$ cat config.mk
export PLATFORM = sky130hd
export DESIGN_NAME = mux_scan_reg
export DESIGN_NICKNAME = d
export VERILOG_FILES = /design/src/rtl/mux_scan_reg.sv
export SDC_FILE = /design/constraint.sdc
export NUM_CORES = 1
export LEC_CHECK = 0
export CORE_UTILIZATION = 36
export CTS_BUF_LIST = sky130_fd_sc_hd__clkbuf_4 sky130_fd_sc_hd__clkbuf_8
export CTS_CLUSTER_DIAMETER = 30
export DETAILED_ROUTE_END_ITERATION = 10
export HOLD_SLACK_MARGIN = 0.02
export PLACE_DENSITY = 0.88
export SLEW_MARGIN = 20
export SYNTH_ARGS = -nofsm -noshare
export SYNTH_HDL_FRONTEND = slang
export SYNTH_SLANG_ARGS = --single-unit
export TNS_END_PERCENT = 100
$ cat constraint.sdc
create_clock -name CLK -period 1.15 [get_ports CLK]
set_input_delay 0.115 -clock CLK [delete_from_list [all_inputs] [get_ports CLK]]
set_output_delay 0.115 -clock CLK [all_outputs]
set_load 0.01 [all_outputs]
$ cat src/rtl/mux_scan_reg.sv
// ============================================================================
// Module      : mux_scan_reg
// Description : Registered N:1 multiplexer with a channel tag on its output.
//               The channel comes from the manual select input, or from an
//               internal round-robin scanner that stays on each channel for
//               DWELL enabled cycles.
// Revision    : 1.0 - initial release
// ============================================================================
`default_nettype none

module mux_scan_reg #(
    parameter int WIDTH = 5,
    parameter int N     = 4,
    parameter int SELW  = 2,
    parameter int DWELL = 4
) (
    input  logic               CLK,
    input  logic               RST,
    input  logic               EN,
    input  logic               MODE,
    input  logic [SELW-1:0]    SEL_IN,
    input  logic [N*WIDTH-1:0] D,
    output logic [WIDTH-1:0]   Y,
    output logic [SELW-1:0]    CH,
    output logic               VALID,
    output logic               WRAP
);

    localparam int              CNTW       = (DWELL > 1) ? $clog2(DWELL) : 1;
    localparam int              NSLOT      = 1 << SELW;
    localparam logic [SELW:0]   c_N_EXT    = (SELW+1)'(N);
    localparam logic [SELW-1:0] c_LAST     = SELW'(N - 1);
    localparam logic [CNTW-1:0] c_CNT_LAST = CNTW'(DWELL - 1);

    // Channel array is sized to the full select range so any select value
    // indexes a defined slot; slots beyond N-1 read as zero.
    logic [WIDTH-1:0] w_ch [NSLOT];

    logic [WIDTH-1:0] r_y;
    logic [SELW-1:0]  r_ch;
    logic             r_valid;
    logic             r_wrap;
    logic [SELW-1:0]  r_ptr;
    logic [CNTW-1:0]  r_cnt;

    logic             w_sel_ok;
    logic [SELW-1:0]  w_sel_eff;
    logic [WIDTH-1:0] w_data;

    genvar gi;
    generate
        for (gi = 0; gi < NSLOT; gi++) begin : g_slot
            if (gi < N) begin : g_used
                assign w_ch[gi] = D[gi*WIDTH +: WIDTH];
            end else begin : g_pad
                assign w_ch[gi] = '0;
            end
        end
    endgenerate

    // Out-of-range manual selects keep the channel currently on the output.
    assign w_sel_ok  = ({1'b0, SEL_IN} < c_N_EXT);
    assign w_sel_eff = MODE ? r_ptr : (w_sel_ok ? SEL_IN : r_ch);
    assign w_data    = w_ch[w_sel_eff];

    always_ff @(posedge CLK) begin
        if (RST) begin
            r_y     <= '0;
            r_ch    <= '0;
            r_valid <= 1'b0;
            r_wrap  <= 1'b0;
            r_ptr   <= '0;
            r_cnt   <= '0;
        end else if (!EN) begin
            r_valid <= 1'b0;
            r_wrap  <= 1'b0;
        end else begin
            r_y     <= w_data;
            r_ch    <= w_sel_eff;
            r_valid <= 1'b1;
            if (MODE) begin
                if (r_cnt == c_CNT_LAST) begin
                    r_cnt <= '0;
                    if (r_ptr == c_LAST) begin
                        r_ptr  <= '0;
                        r_wrap <= 1'b1;
                    end else begin
                        r_ptr  <= r_ptr + SELW'(1);
                        r_wrap <= 1'b0;
                    end
                end else begin
                    r_cnt  <= r_cnt + CNTW'(1);
                    r_wrap <= 1'b0;
                end
            end else begin
                // Manual cycles seed the scanner so a later switch to auto
                // starts on this channel with a full dwell.
                r_ptr  <= w_sel_eff;
                r_cnt  <= '0;
                r_wrap <= 1'b0;
            end
        end
    end

    assign Y     = r_y;
    assign CH    = r_ch;
    assign VALID = r_valid;
    assign WRAP  = r_wrap;

endmodule

`default_nettype wire
==> results.md, run 1 <==
- Status: completed
- Synth Register Bits: 13
- DRT Pass-1 Iters: 6
- Commonest non-fill, non-tap cell in the layout: clkdlybuf4s50_1
- Worst-path clk slew: 0.09 ns
- Initial core utilization: 0.391
- Wire per inst: 14.4 um
- Initial antenna violation count: 0
- Detailed Place HPWL: 1480 um
- Clk root buf: clkbuf_4
- DIE WIDTH: 45.5 um
- CTS tree: built
- TritonCTS Buffers: 3
- CP Cell Sequence: mux2i_4, buf_12, mux2i_1, o221ai_1
- Max-cap violations: 0
- Placed Area: 0.00111 mm^2
- Share of post-route cells with drive strength above 1: 0.232
- Vias: 697
- Synth Area in Compound Gates: 0.158
- Endpoints failing setup: 0
- Adder-Cell Fraction of Synth Area: 0.0367
- Worst slew pin tran: 0.274 ns
- Post-Synth Simple-Gate Area: 0.156
- Mux contribution to synthesized area: 0.194
- Gpl congestion: 0.732
- Worst Reg-to-Reg Cells: 4
- Post-Place Worst Slack: -0.517 ns
- Hold buffers post-CTS: 0
- VDD IR max: 0.766 mV
- Crit path required time: 1.30 ns
- P&R area growth vs syn: 72.5%
- Fin. max-slew vios: 0
- Ys Warns: 0
- Gate Count Post-Synth: 67
- GRT overflow: 0
- Chip Height: 45.5 um
- Core Footprint: 0.00175 mm^2
- Final Core Density: 0.674
- WP buf/inv: 1
- Pwr per Cell Area: 931 mW/mm^2
- Post-Syn Nets: 95
- Crit path launch type: register
- Worst skew pair latency: 0.28 ns
- Min-delay src: CH[1]$_SDFFE_PP0P_
- Rel. slew slack: 0.815
- Leakage: 0.538 nW
- Ant diodes: 0
- Syn Area/Cell: 10.2 um^2
- Largest family of logic cells by synthesized area: multiplexers
- Die footprint: 0.00207 mm^2
- Worst Path Arrival: 1.26 ns
- Design area: 0.00118 mm^2
- R2R Setup Slk: 0.04 ns
- DRC errors left: 0
- CTS Sinks: 13
- IO Pins: 35
- Worst r2r src: r_ptr[0]$_SDFFE_PP0P_
- Worst Slack Setup Final: 0.0376 ns
- Achievable frequency: 899 MHz
- Initial DRC Count: 15
- Largest net degree at the start of global routing: 12
- Crit-path max cell delay: 0.34 ns
- Final min period: 1.11 ns
- Mapped cell area: 682 um^2
- Worst-path maximum fanout: 11
- WL final: 1980 um
- Crit share post-route: 0.967
- Port Buffers: 34
- Most frequent cells in the layout: clkdlybuf4s50_1 (24), dfxtp_1 (10), mux2i_1 (10), dlygate4sd2_1 (10), buf_4 (10)
- Global-route wire length before repair: 2960 um
- Clk buf depth: 2
- H-tree levels: 1
- Crit-path leading delay family: multiplexers
- Final ANT Viol Nets: 0
- Clk_skew: 0.0130 ns
- Tot GR Track Use: 0.205
- Row count: 15
- Unrepaired setup endpoints after global routing: true
- Via density: 5.09
- Hold endpoint: CH[1]$_SDFFE_PP0P_
- Crit path capture type: register
- Vias in the first global route: 676
- Hold WC Path Type: reg2reg
- Hold path depth: 2
- Final Net Count: 141
- Seq/Total Area, Yosys: 0.382
- Fin. Hold Viols: 0
- Post-synthesis xor/xnor area fraction: 0
- Reg-to-Reg End: Y[1]$_SDFFE_PP0P_
- Synth unique cells: 25
- Slowest CP cell: dfxtp_2
- Setup CP Type: reg2reg
==> logic make-up (layout without fill, tap and decap cells) <==
kind of cell / after synthesis / after routing
AND/OR/NAND/NOR: 19 / 19
AO/OA/AOI/OAI: 15 / 15
adder cells (fa/ha/maj): 2 / 2
multiplexers: 12 / 12
buffers and inverters: 6 / 51
flip-flops: 13 / 13
==> worst max-delay path by stage <==
stage	from	to	cells after the start
final	r_ptr[0]$_SDFFE_PP0P_	Y[1]$_SDFFE_PP0P_	4
after global routing	r_ptr[0]$_SDFFE_PP0P_	Y[1]$_SDFFE_PP0P_	4
after CTS	r_ptr[0]$_SDFFE_PP0P_	Y[1]$_SDFFE_PP0P_	4
after detailed placement	MODE	Y[4]$_SDFFE_PP0P_	5
after global placement	MODE	Y[3]$_SDFFE_PP0P_	5
after floorplan	r_ptr[0]$_SDFFE_PP0P_	Y[0]$_SDFFE_PP0P_	4
==> synthesized netlist by cell type, drive strengths merged <==
library cell / instances / area [um^2]
nor2: 3 / 11.3
buf: 3 / 38.8
o221ai: 5 / 43.8
and4: 1 / 8.76
clkbuf: 1 / 3.75
inv: 1 / 3.75
ha: 2 / 25.0
o21ba: 1 / 10.0
o21ai: 2 / 10.0
clkinv: 1 / 3.75
nor4bb: 1 / 10.0
and3b: 1 / 8.76
o22ai: 1 / 6.26
nand2: 3 / 11.3
nand3: 6 / 30.0
nor2b: 2 / 12.5
dfxtp: 13 / 260
nand2b: 1 / 6.26
a21oi: 3 / 15.0
and2b: 1 / 7.51
a211oi: 3 / 22.5
mux2i: 12 / 133
==> power by group <==
part	internal [W]	switching (W)	leakage [nW]
registers	0.000480	0.0000187	0.108
logic	0.000193	0.000119	0.412
clock network	0.000129	0.000155	0.0177
total	0.000802	0.000293	0.538
==> layout make-up <==
class	instances	area (um^2)
multi-input combinational	48	423
timing repair buffer	45	423
tap	25	31.3
clock inverter	1	5.00
inverter	2	7.51
fill	150	569
sequential	13	264
clock buffer	3	22.5
==> stage by stage <==
stage                     power [W]  cells  hold slack (ns)  setup TNS, ns
after global routing        0.00115    137            0.511        -0.0825
after detailed placement   0.000813    133            0.469          -4.18
after global placement     0.000804    133            0.441          -3.70
after floorplan            0.000637     67            0.315              0
final                       0.00110    137            0.485              0
after CTS                   0.00109    137            0.484              0
==> per-layer routing <==
metal  global-route usage  part of all wire  up-vias
met5                    0                 0        -
met4                0.115             0.026        0
met3               0.0556             0.037        4
met2                0.357              0.55       19
met1                0.221              0.39      330
li1                     -                 -      344
==> flip-flops by register name, indices dropped and copies added, names as in the netlist <==
| name | count |
|---|---|
| r_ptr | 2 |
| WRAP | 1 |
| Y | 5 |
| r_cnt | 2 |
| CH | 2 |
| VALID | 1 |
==> worst min-delay path: stages (launching register included) <==
cell	delay, ns
dfxtp_1	0.32
nor2_1	0.08
a211oi_1	0.05
==> what timing repair did <==
item	in CTS	in global routing
setup buffers	0	0
endpoints found under the setup margin	16	7
pin swaps	0	2
gates resized for setup	16	8
cloned	0	0
endpoints found under the hold margin	0	0
No activity file was read; power rests on OpenSTA's default activity.
==> inputs of run 2 (changes only) <==
ABC_CLOCK_PERIOD_IN_PS = 1150   (was unset)
TNS_END_PERCENT = 10   (was 100)
==> results.md, run 2 (synthesis results as in run 1) <==
- Final Core Density: 0.663
- Worst Path Arrival: 1.27 ns
- Clk buf depth: 2
- P&R area growth vs syn: 69.7%
- Fin. max-slew vios: 0
- Clk root buf: clkbuf_4
- Largest net degree at the start of global routing: 12
- Filler cell count: 149
- WL final: 1930 um
- Placed Area: 0.00111 mm^2
- Initial core utilization: 0.391
- Crit path required time: 1.29 ns
- CTS tree: built
- Detailed Place HPWL: 1480 um
- H-tree levels: 1
- TritonCTS Buffers: 3
- Crit path capture type: register
- VDD IR max: 0.756 mV
- Setup CP Type: reg2reg
- FF+latch area: 262 um^2
- Number of flip-flops in the largest register: 5
- Endpoints failing setup: 0
- Area of the multi-input gates: 407 um^2
- IO Pins: 35
- Rel. slew slack: 0.813
- Share of power burned in registers: 0.460
- Worst-path maximum fanout: 11
- Share of post-route cells with drive strength above 1: 0.205
- Chip Height: 45.5 um
- Port Buffers: 34
- Worst skew pair latency: 0.28 ns
- Die footprint: 0.00207 mm^2
- Final ANT Viol Nets: 0
- Hold buffers post-CTS: 0
- Most frequent cells in the layout: clkdlybuf4s50_1 (24), dfxtp_1 (12), mux2i_1 (10), dlygate4sd2_1 (10), buf_4 (10)
- Via density: 5.14
- Achievable frequency: 890 MHz
- Unrepaired setup endpoints after global routing: true
- CTS Sinks: 13
- Internal power: 0.000797 W
- Vias in the first global route: 675
- Final Net Count: 141
- Clk_skew: 0.0122 ns
- Combinational Power Share: 0.281
- Crit share post-route: 0.977
- Row count: 15
- DRC errors left: 0
- GRT overflow: 0
- Final min period: 1.12 ns
- Worst-path clk slew: 0.09 ns
- Pwr per Cell Area: 936 mW/mm^2
- Gpl congestion: 0.732
- Status: completed
- Worst slew pin tran: 0.277 ns
- Wire per inst: 14.1 um
- DIE WIDTH: 45.5 um
- Hold_ws: 0.482 ns
- Commonest non-fill, non-tap cell in the layout: clkdlybuf4s50_1
- Hold WC Path Type: reg2reg
- Tot GR Track Use: 0.208
- Ant diodes: 0
- Global-route wire length before repair: 3010 um
- Crit path launch type: register
- Switch share: 0.264
- Initial DRC Count: 13
- Initial antenna violation count: 0
- DRT Pass-1 Iters: 4
- Fin. Hold Viols: 0
- Core Footprint: 0.00175 mm^2
- Max-cap violations: 0
- Design area: 0.00116 mm^2
- Clock Power Share: 0.259
- Leakage: 0.534 nW
- Net Switching: 0.000285 W
- Vias: 704
run 2: routing by layer:
metal | GRT usage | part of all wire | vias to the layer above | wire (um)
met5 | 0 | 0 | - | 0
li1 | - | - | 344 | -
met4 | 0.115 | 0.025 | 0 | 48
met3 | 0.0556 | 0.041 | 4 | 80
met1 | 0.225 | 0.41 | 332 | 792
met2 | 0.360 | 0.52 | 24 | 1010
run 2: layout make-up:
cell class	instances	area share
Clock buffer	3	0.0195
Clock inverter	1	0.00432
Multi-Input combinational cell	48	0.351
Tap cell	25	0.0270
Timing Repair Buffer	45	0.365
Inverter	2	0.00649
Sequential cell	13	0.226
run 2: what timing repair did:
item	in CTS	in global routing
hold endpoints to repair	0	0
resized for setup	15	5
pin swaps	0	2
setup endpoints to repair	16	7
buffers inserted	0	0
run 2: critical path, cell delays in order (launching register included):
cell      delay (ns)
dfxtp_2         0.34
mux2i_4         0.16
buf_12          0.17
mux2i_1         0.20
o221ai_1        0.14
run 2: metrics by stage:
step / power (W) / setup TNS, ns / std cells / setup slack, ns
floorplan: 0.000637 / 0 / 67 / 0.0676
global placement: 0.000804 / -3.70 / 133 / -0.461
detailed placement: 0.000813 / -4.18 / 133 / -0.517
CTS: 0.00109 / 0 / 137 / 0.0114
global route: 0.00115 / -0.111 / 137 / -0.0467
finish: 0.00108 / 0 / 137 / 0.0264
run 2: power by group through the flow:
stage	Combinational [W]	Clock, W	Sequential, W
detailed placement	0.000306	0	0.000507
floorplan	0.000122	0	0.000516
CTS	0.000297	0.000293	0.000496
finish	0.000304	0.000281	0.000498
global route	0.000328	0.000318	0.000501
global placement	0.000299	0	0.000505
run 2: path summary, 6_finish.rpt:
path	from	endpoint	slack [ns]	depth (start not counted)
setup / recovery	r_ptr[0]$_SDFFE_PP0P_	Y[1]$_SDFFE_PP0P_	0.03	4
hold / removal	CH[1]$_SDFFE_PP0P_	CH[1]$_SDFFE_PP0P_	0.48	2
setup reg to reg	r_ptr[0]$_SDFFE_PP0P_	Y[1]$_SDFFE_PP0P_	0.03	4
hold reg to reg	CH[1]$_SDFFE_PP0P_	CH[1]$_SDFFE_PP0P_	0.48	2
